[config.mk]
export PLATFORM = sky130hd
export DESIGN_NAME = mem_wb_reg
export DESIGN_NICKNAME = d
export VERILOG_FILES = /design/src/rtl/mem_wb_reg_pkg.sv /design/src/rtl/mem_wb_reg_load_fmt.sv /design/src/rtl/mem_wb_reg.sv
export SDC_FILE = /design/constraint.sdc
export NUM_CORES = 1
export LEC_CHECK = 0
export BUFFER_PORTS_ARGS = -buffer_cell sky130_fd_sc_hd__buf_2
export CAP_MARGIN = 40
export CORE_AREA = 2 2 157 159
export CTS_BUF_LIST = sky130_fd_sc_hd__clkbuf_4 sky130_fd_sc_hd__clkbuf_8
export DETAILED_ROUTE_END_ITERATION = 6
export DIE_AREA = 0 0 159 161
export PLACE_DENSITY = 0.82
export SLEW_MARGIN = 20
export SYNTH_ARGS = -nofsm -noshare
export SYNTH_HDL_FRONTEND = slang
export SYNTH_SLANG_ARGS = --single-unit
[constraint.sdc]
create_clock -name clk -period 2.1 [get_ports clk]
set_clock_uncertainty 0.1 [all_clocks]
set_input_delay 0 -clock clk [delete_from_list [all_inputs] [get_ports clk]]
set_output_delay 0 -clock clk [all_outputs]
set_load 0.1 [all_outputs]
[src/rtl/mem_wb_reg_pkg.sv]
// Shared definitions for the MEM/WB pipeline register: memory-op encodings,
// FSM state constants, the register field bundle and a few helpers.
package mem_wb_reg_pkg;

    // Width of the memory-op field carried down the pipeline.
    localparam int unsigned MMOP_W = 4;

    typedef enum logic [MMOP_W-1:0] {
        MEMOP_NOP = 4'd0,
        MEMOP_LB  = 4'd1,
        MEMOP_LBU = 4'd2,
        MEMOP_LH  = 4'd3,
        MEMOP_LHU = 4'd4,
        MEMOP_LW  = 4'd5,
        MEMOP_SB  = 4'd6,
        MEMOP_SH  = 4'd7,
        MEMOP_SW  = 4'd8
    } memop_e;

    // Load-response tracking FSM. Kept as plain constants so older code that
    // compares against raw 2-bit values keeps working.
    localparam logic [1:0] STATE_IDLE  = 2'd0;  // register holds a resolved result
    localparam logic [1:0] STATE_WAIT  = 2'd1;  // load issued, response still owed
    localparam logic [1:0] STATE_DRAIN = 2'd2;  // load flushed, response still owed

    // One instruction's worth of MEM/WB state.
    typedef struct packed {
        logic [MMOP_W-1:0] memop;
        logic              wren;
        logic [31:0]       waddr;
        logic [31:0]       wdata;
        logic [31:0]       inst;
        logic [31:0]       pc;
        logic [31:0]       addr;
        logic [31:0]       mem_data;
    } wb_regs_t;

    // True for every op whose result comes back from the data RAM.
    function automatic logic is_load(logic [MMOP_W-1:0] op);
        logic res;
        case (op)
            MEMOP_LB, MEMOP_LBU, MEMOP_LH, MEMOP_LHU, MEMOP_LW: res = 1'b1;
            default:                                            res = 1'b0;
        endcase
        return res;
    endfunction

    // Contents after reset: everything zero except the PC.
    function automatic wb_regs_t wb_regs_reset(logic [31:0] reset_pc);
        wb_regs_t r;
        r    = '0;
        r.pc = reset_pc;
        return r;
    endfunction

    // A bubble kills the instruction but leaves the data-side fields alone;
    // with wren=0 and memop=NOP nothing downstream looks at them.
    function automatic wb_regs_t wb_regs_bubble(wb_regs_t cur, logic [31:0] reset_pc);
        wb_regs_t r;
        r       = cur;
        r.wren  = 1'b0;
        r.memop = MEMOP_NOP;
        r.inst  = 32'h0;
        r.pc    = reset_pc;
        return r;
    endfunction

endpackage

[src/rtl/mem_wb_reg_load_fmt.sv]
// Load data formatter: picks the addressed byte/half out of a little-endian
// read word and sign- or zero-extends it. Purely combinational so it can be
// reused wherever raw RAM words need shaping.
module mem_wb_reg_load_fmt
    import mem_wb_reg_pkg::*;
(
    input  logic [MMOP_W-1:0] memop_i,
    input  logic [1:0]        addr_i,
    input  logic [31:0]       rdata_i,
    output logic [31:0]       result_o
);

    logic [7:0]  byte_sel;
    logic [15:0] half_sel;

    // Lane selection from the low address bits; alignment is not checked here.
    always_comb begin
        byte_sel = rdata_i[7:0];
        unique case (addr_i)
            2'd0: byte_sel = rdata_i[7:0];
            2'd1: byte_sel = rdata_i[15:8];
            2'd2: byte_sel = rdata_i[23:16];
            2'd3: byte_sel = rdata_i[31:24];
            default: byte_sel = rdata_i[7:0];
        endcase
        half_sel = addr_i[1] ? rdata_i[31:16] : rdata_i[15:0];
    end

    // Extension per load flavour; non-load ops pass the word through.
    always_comb begin
        result_o = rdata_i;
        case (memop_i)
            MEMOP_LB:  result_o = {{24{byte_sel[7]}}, byte_sel};
            MEMOP_LBU: result_o = {24'h0, byte_sel};
            MEMOP_LH:  result_o = {{16{half_sel[15]}}, half_sel};
            MEMOP_LHU: result_o = {16'h0, half_sel};
            MEMOP_LW:  result_o = rdata_i;
            default:   result_o = rdata_i;
        endcase
    end

endmodule

[src/rtl/mem_wb_reg.sv]
// MEM/WB pipeline register. Holds one instruction's result; for loads it waits
// for the late data-RAM response, formats it and only then lets the regfile
// write happen. While a response is owed it asks the pipeline to stall.
module mem_wb_reg
    import mem_wb_reg_pkg::*;
#(
    parameter logic [31:0] RESET_PC = 32'h0
) (
    input  logic              clk,
    input  logic              rst_n,
    input  logic              stall_i,
    input  logic              flush_i,
    input  logic [MMOP_W-1:0] mem_memop_i,
    input  logic              mem_wren_i,
    input  logic [31:0]       mem_waddr_i,
    input  logic [31:0]       mem_wdata_i,
    input  logic [31:0]       mem_inst_i,
    input  logic [31:0]       mem_pc_i,
    input  logic [31:0]       mem_addr_i,
    input  logic [31:0]       data_rdata_i,
    input  logic              data_rvalid_i,
    output logic [MMOP_W-1:0] wb_memop_o,
    output logic              wb_wren_o,
    output logic [31:0]       wb_waddr_o,
    output logic [31:0]       wb_wdata_o,
    output logic [31:0]       wb_inst_o,
    output logic [31:0]       wb_pc_o,
    output logic [31:0]       wb_mem_addr_o,
    output logic [31:0]       wb_mem_data_o,
    output logic              stallreq_o
);

    wb_regs_t    regs_q, regs_d;
    wb_regs_t    captured;
    wb_regs_t    bubble;
    logic [1:0]  state_q, state_d;
    logic [31:0] load_result;

    // The formatter always looks at the op/address already sitting in the
    // register, so the response is shaped for the load we are waiting on.
    mem_wb_reg_load_fmt u_load_fmt (
        .memop_i  (regs_q.memop),
        .addr_i   (regs_q.addr[1:0]),
        .rdata_i  (data_rdata_i),
        .result_o (load_result)
    );

    // Candidate register contents for a capture and for a bubble.
    always_comb begin
        captured          = regs_q;
        captured.memop    = mem_memop_i;
        captured.wren     = mem_wren_i;
        captured.waddr    = mem_waddr_i;
        captured.wdata    = mem_wdata_i;
        captured.inst     = mem_inst_i;
        captured.pc       = mem_pc_i;
        captured.addr     = mem_addr_i;
        bubble            = wb_regs_bubble(regs_q, RESET_PC);
    end

    // Next-state and next-register selection.
    always_comb begin
        regs_d  = regs_q;
        state_d = state_q;
        unique case (state_q)
            STATE_IDLE: begin
                if (flush_i) begin
                    regs_d = bubble;
                end else if (!stall_i) begin
                    regs_d = captured;
                    if (is_load(mem_memop_i)) begin
                        state_d = STATE_WAIT;
                    end
                end
            end
            STATE_WAIT: begin
                // Register is frozen here regardless of stall_i: the slot is
                // still owned by the outstanding load.
                if (data_rvalid_i) begin
                    state_d = STATE_IDLE;
                    if (flush_i) begin
                        regs_d = bubble;
                    end else begin
                        regs_d.wdata    = load_result;
                        regs_d.mem_data = data_rdata_i;
                    end
                end else if (flush_i) begin
                    regs_d  = bubble;
                    state_d = STATE_DRAIN;
                end
            end
            STATE_DRAIN: begin
                // Swallow the orphaned response; hold the bubble until then.
                if (data_rvalid_i) begin
                    state_d = STATE_IDLE;
                end
            end
            default: begin
                state_d = STATE_IDLE;
            end
        endcase
    end

    // State and register fields, async active-low reset.
    always_ff @(posedge clk or negedge rst_n) begin
        if (!rst_n) begin
            regs_q  <= wb_regs_reset(RESET_PC);
            state_q <= STATE_IDLE;
        end else begin
            regs_q  <= regs_d;
            state_q <= state_d;
        end
    end

    // Outputs depend on state only, never combinationally on data_rvalid_i.
    always_comb begin
        wb_memop_o    = regs_q.memop;
        wb_wren_o     = regs_q.wren & (state_q == STATE_IDLE);
        wb_waddr_o    = regs_q.waddr;
        wb_wdata_o    = regs_q.wdata;
        wb_inst_o     = regs_q.inst;
        wb_pc_o       = regs_q.pc;
        wb_mem_addr_o = regs_q.addr;
        wb_mem_data_o = regs_q.mem_data;
        stallreq_o    = (state_q == STATE_WAIT) | (state_q == STATE_DRAIN);
    end

endmodule

==> flow_results.org, run 1 <==
** Critical path
- WP buf/inv :: 3
- Highest fanout seen on the critical path :: 8
- Critical Path RT :: 2.34 ns
- The kind of cell with the highest combined delay along the critical path is compound AO/OA/AOI/OAI gates.
- The critical path crosses 7 cells after its start point.
- Crit Path Class :: reg -> reg
- The worst register-to-register path has a setup slack of 0.02 ns.
- The slowest stage of the critical path is the a2111o_1 cell.
- On the worst path, the slowest cell contributes a delay of 0.45 ns.
- Reg2Reg Depth :: 7
- Endpoint arrival time on the critical path :: 2.33 ns
- Crit path capture type :: flop
- Start point of the critical path :: state_q[0]
- CP cell instances :: inv_2 -> ha_4 -> buf_4 -> a2111o_1 -> a41oi_4 -> clkbuf_16 -> a21oi_1
- Setup crit start kind :: flop
- Startpoint of the worst register-to-register path :: state_q[0]

** Synthesis
- Proportion of synthesized chip area in sequential cells :: 48.9%
- Mapped Avg Cell Area :: 10.3 um^2
- Yosys mapped a number of flops with a built-in enable equal to 0.
- Net count after synthesis :: 1,193
- The most used flip-flop cell after synthesis is dfrtp_1.
- In this run, distinct cell masters in the synthesized netlist total 46.
- Instance count of the mapped netlist :: 988
- Syn. warnings :: 0
- The mapped netlist covers 10,200 um^2.
- Ys async rst share :: 100%
- The synthesized design contains 199 register bits.

** Cells and area
- Fillers :: 1,916
- Cells with a size suffix above 1 make up 43.1% of the layout.
- 0 antenna diodes ended up in the layout.
- Summing all multi-input logic gate instances after layout gives 3490 um^2.
- Count of nets after finishing :: 1,595
- Cells fill 57.4% of the core in the end.
- Compared with the post-synthesis result, the final layout area differs by 35.2%.
- The library cells used most frequently in the layout, excluding fill and tap cells, are 397 x buf_2, 202 x dlygate4sd3_1, 198 x dfrtp_1.
- The sequential cells in the finished layout cover a total of 4980 um^2.
- Most common cell after layout, fill and taps aside :: buf_2

** Clocking
- Counting along the longest clock path gives a buffer depth of 2.
- Cts bufs inserted :: 17
- The H-tree generated during clock tree synthesis spans 4 levels.
- Sinks on the clock net :: 199
- Clock tree from TritonCTS :: built
- Root buf cell :: clkbuf_8
- CTS clk-pin slew, worst paths :: 0.12 ns
- The clock reaches the later pin of the worst-skew pair after 0.46 ns.

** Global routing
- Entering global routing, the biggest net connects 91 pins.
- Total overflow reported by the global router :: 0
- Wire length of the first global-routing pass :: 50,900 um
- Number of antenna violations at the first check in global routing :: 0
- Vias in the first global route :: 9,278
- For this run, the total global-route usage over all layers was measured as 25.2%.

** STA
- Timing would allow up to 480 MHz.
- The worst pin sits at a relative slew slack of 62.6%.
- Least-Margin Pin Slew :: 0.566 ns
- For the finished layout, the period the worst path requires is 2.08 ns.
- The count of pins over their slew limit was 0.
- Setup violations remaining at the end of the flow were counted as 0.
- Unrepaired setup endpoints after global routing :: yes
- In the finished design, the share of the clock period the worst path needs comes to 99.2%.
- The final number of hold-violating endpoints is 0.
- Worst path setup slack after routing :: 0.0174 ns

** Run status
- The run finished with clean final reports.

** Floorplanning
- Horizontal die dimension :: 159 um
- The floorplan step set the die height to 161 um.
- Once the floorplan was initialized, standard cells occupied 42.5% of the core.
- The die covers 25,600 um^2.
- Floorplan core area :: 24,000 um^2
- Core Rows :: 57
- Number of top-level pins :: 400

** Route
- Summing over every cut layer, the via total after detailed routing is 8,929.
- Once detail routing completed, the nets flagged for antenna violations numbered 0.
- Remaining design rule violation count :: 0
- The first detailed-routing pass ran for 5 iterations.
- The first routing iteration left 896 violations.
- Via density per instance :: 5.17
- Post-detailed-route wirelength per cell :: 19.1 um
- The routed design has 33,000 um of wire.

** Hold path
- The worst hold path passes through 3 cells.
- Startpoint of the tightest hold check path :: mem_waddr_i[29]
- Path category of the worst min-delay check :: in -> reg

** Place
- Place WS :: -0.0561 ns
- Estimated wirelength of the detail-placed design :: 20,000 um
- IO Port Bufs :: 399
- Routability-driven placement finished with a final weighted congestion of 0.906.

** Job
- Max-cap violations in this run came to 0.
## area by class of cell
class | count | area share [%]
well taps | 324 | 2.95
multi-input cells | 521 | 25.3
clock buffers | 19 | 1.81
inverters | 12 | 0.327
flip-flops and latches | 199 | 36.2
repair buffers | 639 | 32.4
clock inverters | 13 | 0.955
## final timing paths
kind / endpoint
worst max-delay path: wb_wdata_o[31]
worst min register to register: wb_pc_o[10]
worst max register to register: wb_wdata_o[31]
max in group asynchronous: wb_inst_o[19]
worst min-delay path: wb_waddr_o[29]
min in group asynchronous: wb_wdata_o[22]
## logic make-up (layout without fill, tap and decap cells)
family | count (synthesis) | in the layout | share of synthesized area, %
and+or+nand+nor | 210 | 210 | 8.79
AOI/OAI and AO/OA | 193 | 193 | 11.7
xor gates and xnor gates | 1 | 1 | 0.0861
adders and majority gates | 3 | 3 | 0.369
muxes | 114 | 114 | 12.6
buffers and inverters | 268 | 683 | 17.5
DFF | 199 | 199 | 48.9
## per-stage QoR
stage / hold WS [ns] / cell area, um^2 / setup TNS [ns] / std cells
global route: 0.168 / 13800 / -0.165 / 1727
detailed placement: -0.146 / 11200 / -0.902 / 1488
floorplan: -0.396 / 10200 / 0 / 988
CTS: 0.158 / 13700 / 0 / 1723
finish: 0.196 / 13800 / 0 / 1727
global placement: -0.147 / 11200 / -0.0233 / 1488
## timing repair
action,in CTS,in global routing
setup endpoints to repair,31,57
resized for setup,1,12
setup buffers,0,3
hold buffers,203,0
endpoints found under the hold margin,398,0
pin swaps,0,3
cloned,0,1
## worst min-delay path: stages
cell and delay (ns):
dlygate4sd3_1 0.52, buf_2 0.09, mux2_2 0.13
## state kept, by name, summed over array words and instances, names as in the netlist
| name | cells |
|---|---|
| wb_wdata_o | 32 |
| wb_inst_o | 32 |
| regs_q | 1 |
| wb_mem_data_o | 32 |
| state_q | 2 |
| wb_pc_o | 32 |
| wb_mem_addr_o | 32 |
| wb_waddr_o | 32 |
| wb_memop_o | 4 |
## synth_stat cells (2+ instances only)
master | count | area (um^2)
dfrtp_1 | 199 | 4980
buf_4 | 197 | 1480
nand2_1 | 139 | 522
mux2_2 | 105 | 1180
o21ai_0 | 84 | 420
nor2_1 | 39 | 146
a21oi_1 | 37 | 185
clkbuf_1 | 36 | 135
buf_2 | 21 | 105
a22oi_1 | 16 | 120
o22ai_1 | 16 | 100
inv_1 | 12 | 45.0
or2_2 | 9 | 56.3
a211oi_1 | 8 | 60.1
mux2i_1 | 8 | 80.1
a2111oi_0 | 7 | 61.3
a31oi_1 | 7 | 43.8
nor3b_1 | 7 | 52.6
o2111ai_1 | 7 | 61.3
ha_1 | 3 | 37.5
and2_1 | 2 | 12.5
nand2b_1 | 2 | 12.5
nand3_1 | 2 | 10.0
nor2b_1 | 2 | 12.5
nor3_1 | 2 | 10.0
## routing by layer
layer,share of wire (%),GRT usage [%],up-vias
met2,49,42.7,568
met1,38,29.6,4267
met3,8.7,6.91,127
met4,4.8,12.7,0
met5,0,0,-
li1,-,-,3967
Power of run 1 is not shown: default switching activity piles up to over one toggle a cycle in this logic, so the estimate is an artifact.
==> run 2: changes to the inputs <==
Settings changed: ABC_AREA from default to 1, CORE_AREA 2 2 157 159 to default, CORE_MARGIN from default to 2, CORE_UTILIZATION from default to 46, DIE_AREA 0 0 159 161 to default, PLACE_DENSITY 0.82 to 0.87.
==> run 2 against run 1 <==
Routed wire length grew 6.1%. Flip-flop and latch count is the same. Register-to-register slack gained 0.09 ns. Worst hold slack worse by 0.099 ns. Via count grew 8.1%. Final cell count increased by 7.6%. Critical path type unchanged. Largest cell class unchanged. Highest routed layer is now met5.
==> flow_results.org, run 2 <==
** Run status
- Outcome :: completed

** Synthesis
- Count of flip-flops with a built-in enable after synthesis :: 0
- After Yosys synthesis, XOR and XNOR cells account for 0% of the synthesized area.
- The number of nets handed over by synthesis was 1,352.
- Synthesized area :: 10,500 um^2
- Top-area cell type share of the netlist area :: 47.3%
- Top area cells in the synthesized netlist :: dfrtp_1 47%, buf_4 15%, o21ai_0 5.7%
- Among all cell types in the netlist, the one instantiated most often is buf_4.
- Cell type with the largest total area after synthesis :: dfrtp_1
- Mapped Avg Cell Area :: 9.17 um^2
- Counting distinct cell types in the post-synthesis netlist gives 29.
- During synthesis, Yosys emitted a total of 0 warnings.
- Prevailing post-synth register cell :: dfrtp_1
- Synthesis produced a netlist whose cell count is 1,147.
- Combinational family with the most area after synthesis :: buffers and inverters
- Proportion of synthesized chip area in sequential cells :: 47.3%
- Complex-gate fraction of the synthesized area :: 9.67%
- Counting flops with an async set or reset pin after synthesis yields a share of 100%.
- Flip-flop and latch count after synthesis :: 199
- Multiplexer cells account for 7.92% of the synthesized area.
- Most frequent cells after synthesis :: 209 x buf_4, 199 x dfrtp_1, 120 x o21ai_0
- Summing the areas of all and, or, nand and nor instances in the mapped netlist gives 13.2% of the synthesized area.
- Post-synthesis share of cell area spent on full adders, half adders and majority gates :: 0.357%

** Clocking
- Sinks on the clock net :: 199
- Root buf cell :: clkbuf_8
- Clock-pin slew was measured on the worst setup and hold paths at 0.13 ns.
- Buffers inserted during clock tree synthesis total 17.
- Number of buffers between clock root and the deepest sink :: 2
- Clock network latency to the later pin of the worst-skew pair :: 0.47 ns
- Clock tree from TritonCTS :: built
- The H-tree was split into 4 levels.

** Route
- Detailed-route via count :: 9,649
- Summed over all layers, the routed wires come to 35,100 um.
- Total met3 wirelength after detailed routing :: 2760 um
- Summed over all nets, wire length on met2 after detailed routing comes to 17,300 um.
- Metal1 wirelength :: 13,200 um
- Remaining design rule violation count :: 0
- Number of iterations in the first detailed-routing pass :: 6
- Once detail routing completed, the nets flagged for antenna violations numbered 0.
- Post-detailed-route wirelength per cell :: 18.9 um
- Via density per instance :: 5.19
- Number of DRC violations after detailed-routing iteration 0 :: 882
- Highest metal layer with signal wires :: met5

** Floorplanning
- Horizontal die dimension :: 155 um
- During I/O placement, the number of pins put on the boundary was 400.
- Die outline height :: 155 um
- Die outline area :: 24,100 um^2
- Core Rows :: 55
- After floorplanning, the core was sized to cover 22,600 um^2.
- The initial utilization of the core area, before any placement, comes to 46.6%.

** Critical path
- Minimum setup slack among reg-to-reg paths :: 0.11 ns
- Counting cells, the worst reg-to-reg path comes to 7.
- Critical Path RT :: 2.35 ns
- Setup crit start kind :: flop
- The worst setup path is captured at a flop.
- The worst register-to-register path begins at state_q[0].
- The critical path is of the reg -> reg type.
- Endpoint arrival time on the critical path :: 2.24 ns
- Highest fanout seen on the critical path :: 26
- End of the worst register-to-register path :: wb_waddr_o[22]

** Global routing
- Vias in the first global route :: 9,738
- Entering global routing, the biggest net connects 64 pins.
- Wire length of the first global-routing pass :: 52,800 um
- After global routing the overflow that remains totals 0.
- Total global routing track utilization :: 28.3%
- The number of antenna violations at the first check in global routing came to 0.

** Job
- Across the run, the number of max-cap violations was 0.

** STA
- Static timing analysis puts the maximum clock frequency at 502 MHz.
- The smallest clock period supported by the final layout is computed as 1.99 ns.
- Setup tns final :: 0 ns
- The final number of hold-violating endpoints was 0.
- The worst path uses 94.9% of the clock period.
- Setup violations remaining at the end of the flow were counted as 0.
- Number of pins with negative max-slew slack in the final report :: 0
- Least-Margin Pin Slew :: 0.571 ns
- Slew Limit Headroom :: 62.2%

** Cells and area
- Non-filler cells, final :: 1,858
- Of the cells placed in the final design, the portion with a size suffix greater than 1 is 35.2%.
- 0 antenna diodes ended up in the layout.
- The library cells used most frequently in the layout, excluding fill and tap cells, are 399 x buf_2, 201 x dlygate4sd3_1, 199 x dfrtp_1.
- Post-synthesis to final-layout area growth :: 33.0%
- The final layout contains 1,765 nets.
- The library cell used most frequently in the layout, excluding fill and tap cells, is buf_2.

** Hold path
- In this run the worst hold path is classified as in -> async.

** Place
- Summed over all nets, the half-perimeter wirelength after detailed placement is 22,100 um.
- GP Congestion :: 0.918
- Including well taps, the total number of placed cells is 1,618.
- IO Port Bufs :: 399
run 2: changes by cell type in the layout (fill, tap and decap cells not counted), moves of 9 or more:
cell | before | now
a21oi_1 | 36 | 70
a22oi_1 | 16 | 0
inv_1 | 10 | 108
mux2_2 | 105 | 28
mux2_4 | 0 | 30
nand2_1 | 139 | 117
nand3_1 | 2 | 110
nor2_1 | 37 | 68
o21ai_0 | 83 | 120
o22ai_1 | 15 | 0
or2_2 | 9 | 0
run 2: cells by family (layout without fill, tap and decap cells):
group | count (synthesis) | count (layout)
AOI/OAI and AO/OA | 201 | 201
buffers and inverters | 366 | 792
adders and majority gates | 3 | 3
and+or+nand+nor | 314 | 314
DFF | 199 | 199
muxes | 64 | 64
run 2: how the worst max path moves through the flow:
| stage | startpoint | to | slack, ns | cells after the start |
|---|---|---|---|---|
| final | state_q[0] | wb_waddr_o[22] | 0.11 | 7 |
| after global routing | state_q[0] | wb_waddr_o[22] | -0.007 | 7 |
| after CTS | state_q[1] | wb_pc_o[11] | 0.05 | 7 |
| after detailed placement | state_q[1] | wb_pc_o[11] | 0.09 | 7 |
| after global placement | state_q[1] | wb_waddr_o[19] | 0.10 | 7 |
| after floorplan | state_q[0] | wb_mem_addr_o[10] | 0.42 | 8 |
run 2: through the flow:
stage               hold WS (ns)  worst slack (ns)  util [%]  area, um^2
finish                    0.0969             0.106      62.0       14000
global route              0.0608          -0.00732      62.0       14000
CTS                       0.0501            0.0484      61.8       13900
detailed placement       -0.0456            0.0887      50.9       11500
global placement         -0.0551             0.100      50.9       11500
floorplan                 -0.396             0.416         -       10500
run 2: area by class of cell:
class | instances | area [um^2]
fill | 1697 | 8580
clock buffer | 19 | 262
clock inverter | 13 | 154
timing repair buffer | 648 | 4520
sequential | 199 | 4980
tap | 285 | 357
inverter | 112 | 425
multi-input combinational | 582 | 3300
run 2: layer usage:
layer  vias up  GRT usage, %
met5         -             0
met3       142          6.43
met2       605          48.5
li1       4323             -
met1      4577          33.6
met4         2          14.3
run 2: timing repair:
item	in CTS	in global routing
hold buffers	203	0
hold endpoints to repair	398	0
buffers inserted	0	5
setup endpoints to repair	0	53
gates resized for setup	0	2
run 2: worst max-delay path: stages, from the launching register on:
cell	delay, ns
dfrtp_1	0.40
inv_1	0.10
ha_1	0.25
inv_2	0.10
nor2_1	0.17
nand2_4	0.18
buf_12	0.23
mux2_1	0.35
Power of run 2 is left out for the same reason.
==> run 3: changes to the inputs <==
Settings changed: CELL_PAD_IN_SITES_DETAIL_PLACEMENT from default to 0, CELL_PAD_IN_SITES_GLOBAL_PLACEMENT from default to 1, CORE_UTILIZATION 46 to 34.
==> run 3 against run 2 <==
Die area up 34%. Utilization is 16 points lower. Worst hold slack better by 0.032 ns. Final cell count up 5.2%. Flip-flop and latch count unchanged. Fmax decreased by 2.3%. Worst setup slack got worse by 0.047 ns. Via count down 5.7%. Register-to-register slack got worse by 0.05 ns. Sequential share of layout area decreased by 0.063 points.
==> flow_results.org, run 3 (synthesized netlist as in run 2, its figures left out) <==
** STA
- Dividing the final minimum period by the clock period gives 97.2%.
- Least-Margin Pin Slew :: 0.542 ns
- Subtracting the final worst setup slack from the clock period gives 2.04 ns.
- Slew Limit Headroom :: 64.1%
- Setup-failing EPs final :: 0
- Max Clock Freq :: 490 MHz
- Worst hold-check slack :: 0.129 ns
- Number of pins with negative max-slew slack in the final report :: 0
- Endpoints failing hold :: 0
- Unrepaired setup endpoints after global routing :: yes

** Global routing
- For this run, the total global-route usage over all layers was measured as 20.4%.
- The number of antenna violations at the first check in global routing was 1.
- Entering global routing, the biggest net connects 63 pins.
- Vias in the first global route :: 9,335
- After global routing the overflow that remains totals 0.
- The first global-routing pass estimated 51,900 um of wire.

** Critical path
- Start point of the critical path :: wb_mem_addr_o[1]
- Minimum setup slack among reg-to-reg paths :: 0.06 ns
- WP buf/inv :: 1
- Crit path capture type :: flop
- For this run, the slowest stage of the critical path takes 0.58 ns.
- The worst setup path is of the reg -> reg kind.
- WP depth :: 7
- Startpoint of the worst register-to-register path :: wb_mem_addr_o[1]
- Reg2Reg Depth :: 7
- Family of cells with the greatest summed delay on the critical path :: flip-flops
- STA classifies the critical path startpoint as a flop.
- Endpoint arrival time on the critical path :: 2.31 ns
- Walking the worst path, the cells encountered are inv_6 -> nand2_1 -> nand3_2 -> nand3_4 -> nand2_4 -> o21ai_0 -> a21oi_1.
- Slowest stage cell, crit path :: dfrtp_1
- Along the worst path, the maximum fanout reaches 17.
- End of the worst register-to-register path :: wb_wdata_o[21]
- In this run the worst setup path terminates at wb_wdata_o[21].
- STA puts the critical path data required time at 2.37 ns.

** Cells and area
- Most common cell after layout, fill and taps aside :: buf_2
- The top cell types in the final layout, fill and taps aside, are 398 x buf_2, 204 x dlygate4sd3_1, 199 x dfrtp_1.
- In the final design database the tool counted 1,749 nets.
- Share of final-layout standard cells stronger than drive strength 1 :: 34.4%
- Fillers :: 2,801
- In the final layout, the multi-input gates occupy 3310 um^2.
- After routing the design area is 14,000 um^2.
- FF+latch area :: 4980 um^2
- Post-synthesis to final-layout area growth :: 33.2%

** Place
- Detailed placement finished with a half-perimeter wire length of 22,600 um.
- The placed instances occupy a cell area of 11,500 um^2.
- The count of buffers added on input and output ports is 399.
- At the end of routability-driven placement, the weighted congestion stood at 0.822.

** Clocking
- Cts bufs inserted :: 17
- CTS HTree Levels :: 4
- The clock passes through at most 2 buffers.
- Clock tree from TritonCTS :: built
- The tree built by TritonCTS fans out to 199 sinks.
- After clock tree synthesis, the clock-pin slew on the worst setup and hold paths is 0.12 ns.
- Root buf cell :: clkbuf_8
- For the worst-skew pair, the clock arrives at the later sink with an insertion delay of 0.50 ns.

** Run status
- Outcome :: completed

** Route
- Summing over every cut layer, the via total after detailed routing is 9,101.
- Number of DRC violations after detailed-routing iteration 0 :: 497
- Routed wire length :: 33,000 um
- DRT antenna net count :: 0
- After detailed routing, the number of remaining DRC violations is 0.
- Dividing the detail-routed wire length by the instance count gives 16.9 um.
- The pre-antenna-repair detailed-routing pass consisted of 5 iterations.
- Using the TritonRoute via totals, the vias-per-cell ratio works out to 4.66.

** Floorplanning
- Number of top-level pins :: 400
- The floorplan step set the die width to 180 um.
- For this configuration, the core starts out at a cell density of 34.5%.
- The die covers 32,400 um^2.
- In this run the vertical extent of the chip is 180 um.
- Floorplan core area :: 30,500 um^2
- Core Rows :: 64

** Job
- Max-cap violations in this run came to 0.

** Hold path
- The worst hold path belongs to the class in -> reg.
run 3: changes by cell type in the layout (fill, tap and decap cells not counted), moves of 3 or more:
cell and delta:
inv_6 -5, inv_8 +3, buf_4 -18, clkinv_8 -4
clkinv_4 +4, dlygate4sd3_1 +3
run 3: per-stage QoR:
stage	util (%)	setup slack (ns)	setup TNS, ns	cells
CTS	45.9	0.0546	0	1953
global route	46.0	-0.0109	-0.0109	1954
detailed placement	37.8	0.117	0	1715
finish	46.0	0.0594	0	1954
floorplan	-	0.416	0	1147
global placement	37.8	0.180	0	1715
run 3: repair_timing:
| action | 4_1_cts | 5_1_grt |
|---|---|---|
| setup buffers | 0 | 0 |
| gates resized for setup | 0 | 4 |
| hold endpoints to repair | 398 | 0 |
| setup endpoints to repair | 0 | 61 |
| hold buffers | 206 | 0 |
run 3: routing by layer:
layer  wire length (um)  vias up  track usage (%)
met5                  0        -                0
met4               1110        0             8.75
met3               2520       72             5.47
met2              15800      421             33.4
met1              13500     4312             25.3
li1                   -     4296                -
run 3: area by class of cell:
type	instances	area share [%]
clock inverter	15	1.15
tap	396	3.53
antenna	1	0.0178
timing repair buffer	632	31.5
sequential	199	35.5
inverter	112	3.03
multi-input combinational	582	23.6
clock buffer	17	1.67
run 3: tightest hold or removal path: stages:
cell,delay [ns]
dlygate4sd3_1,0.51
buf_2,0.09
mux2_4,0.12
run 3: worst min-delay path by stage:
stage                          startpoint                end  slack, ns  depth (start not counted)
after floorplan                     rst_n        regs_q[192]      -0.40                          0
after global placement              rst_n        wb_pc_o[12]      -0.11                          1
after detailed placement            rst_n         wb_pc_o[0]      -0.11                          1
after CTS                 mem_waddr_i[21]     wb_waddr_o[21]       0.08                          3
after global routing       mem_addr_i[20]  wb_mem_addr_o[20]        0.1                          3
final                      mem_addr_i[20]  wb_mem_addr_o[20]       0.13                          3
Power of run 3 is left out for the same reason.
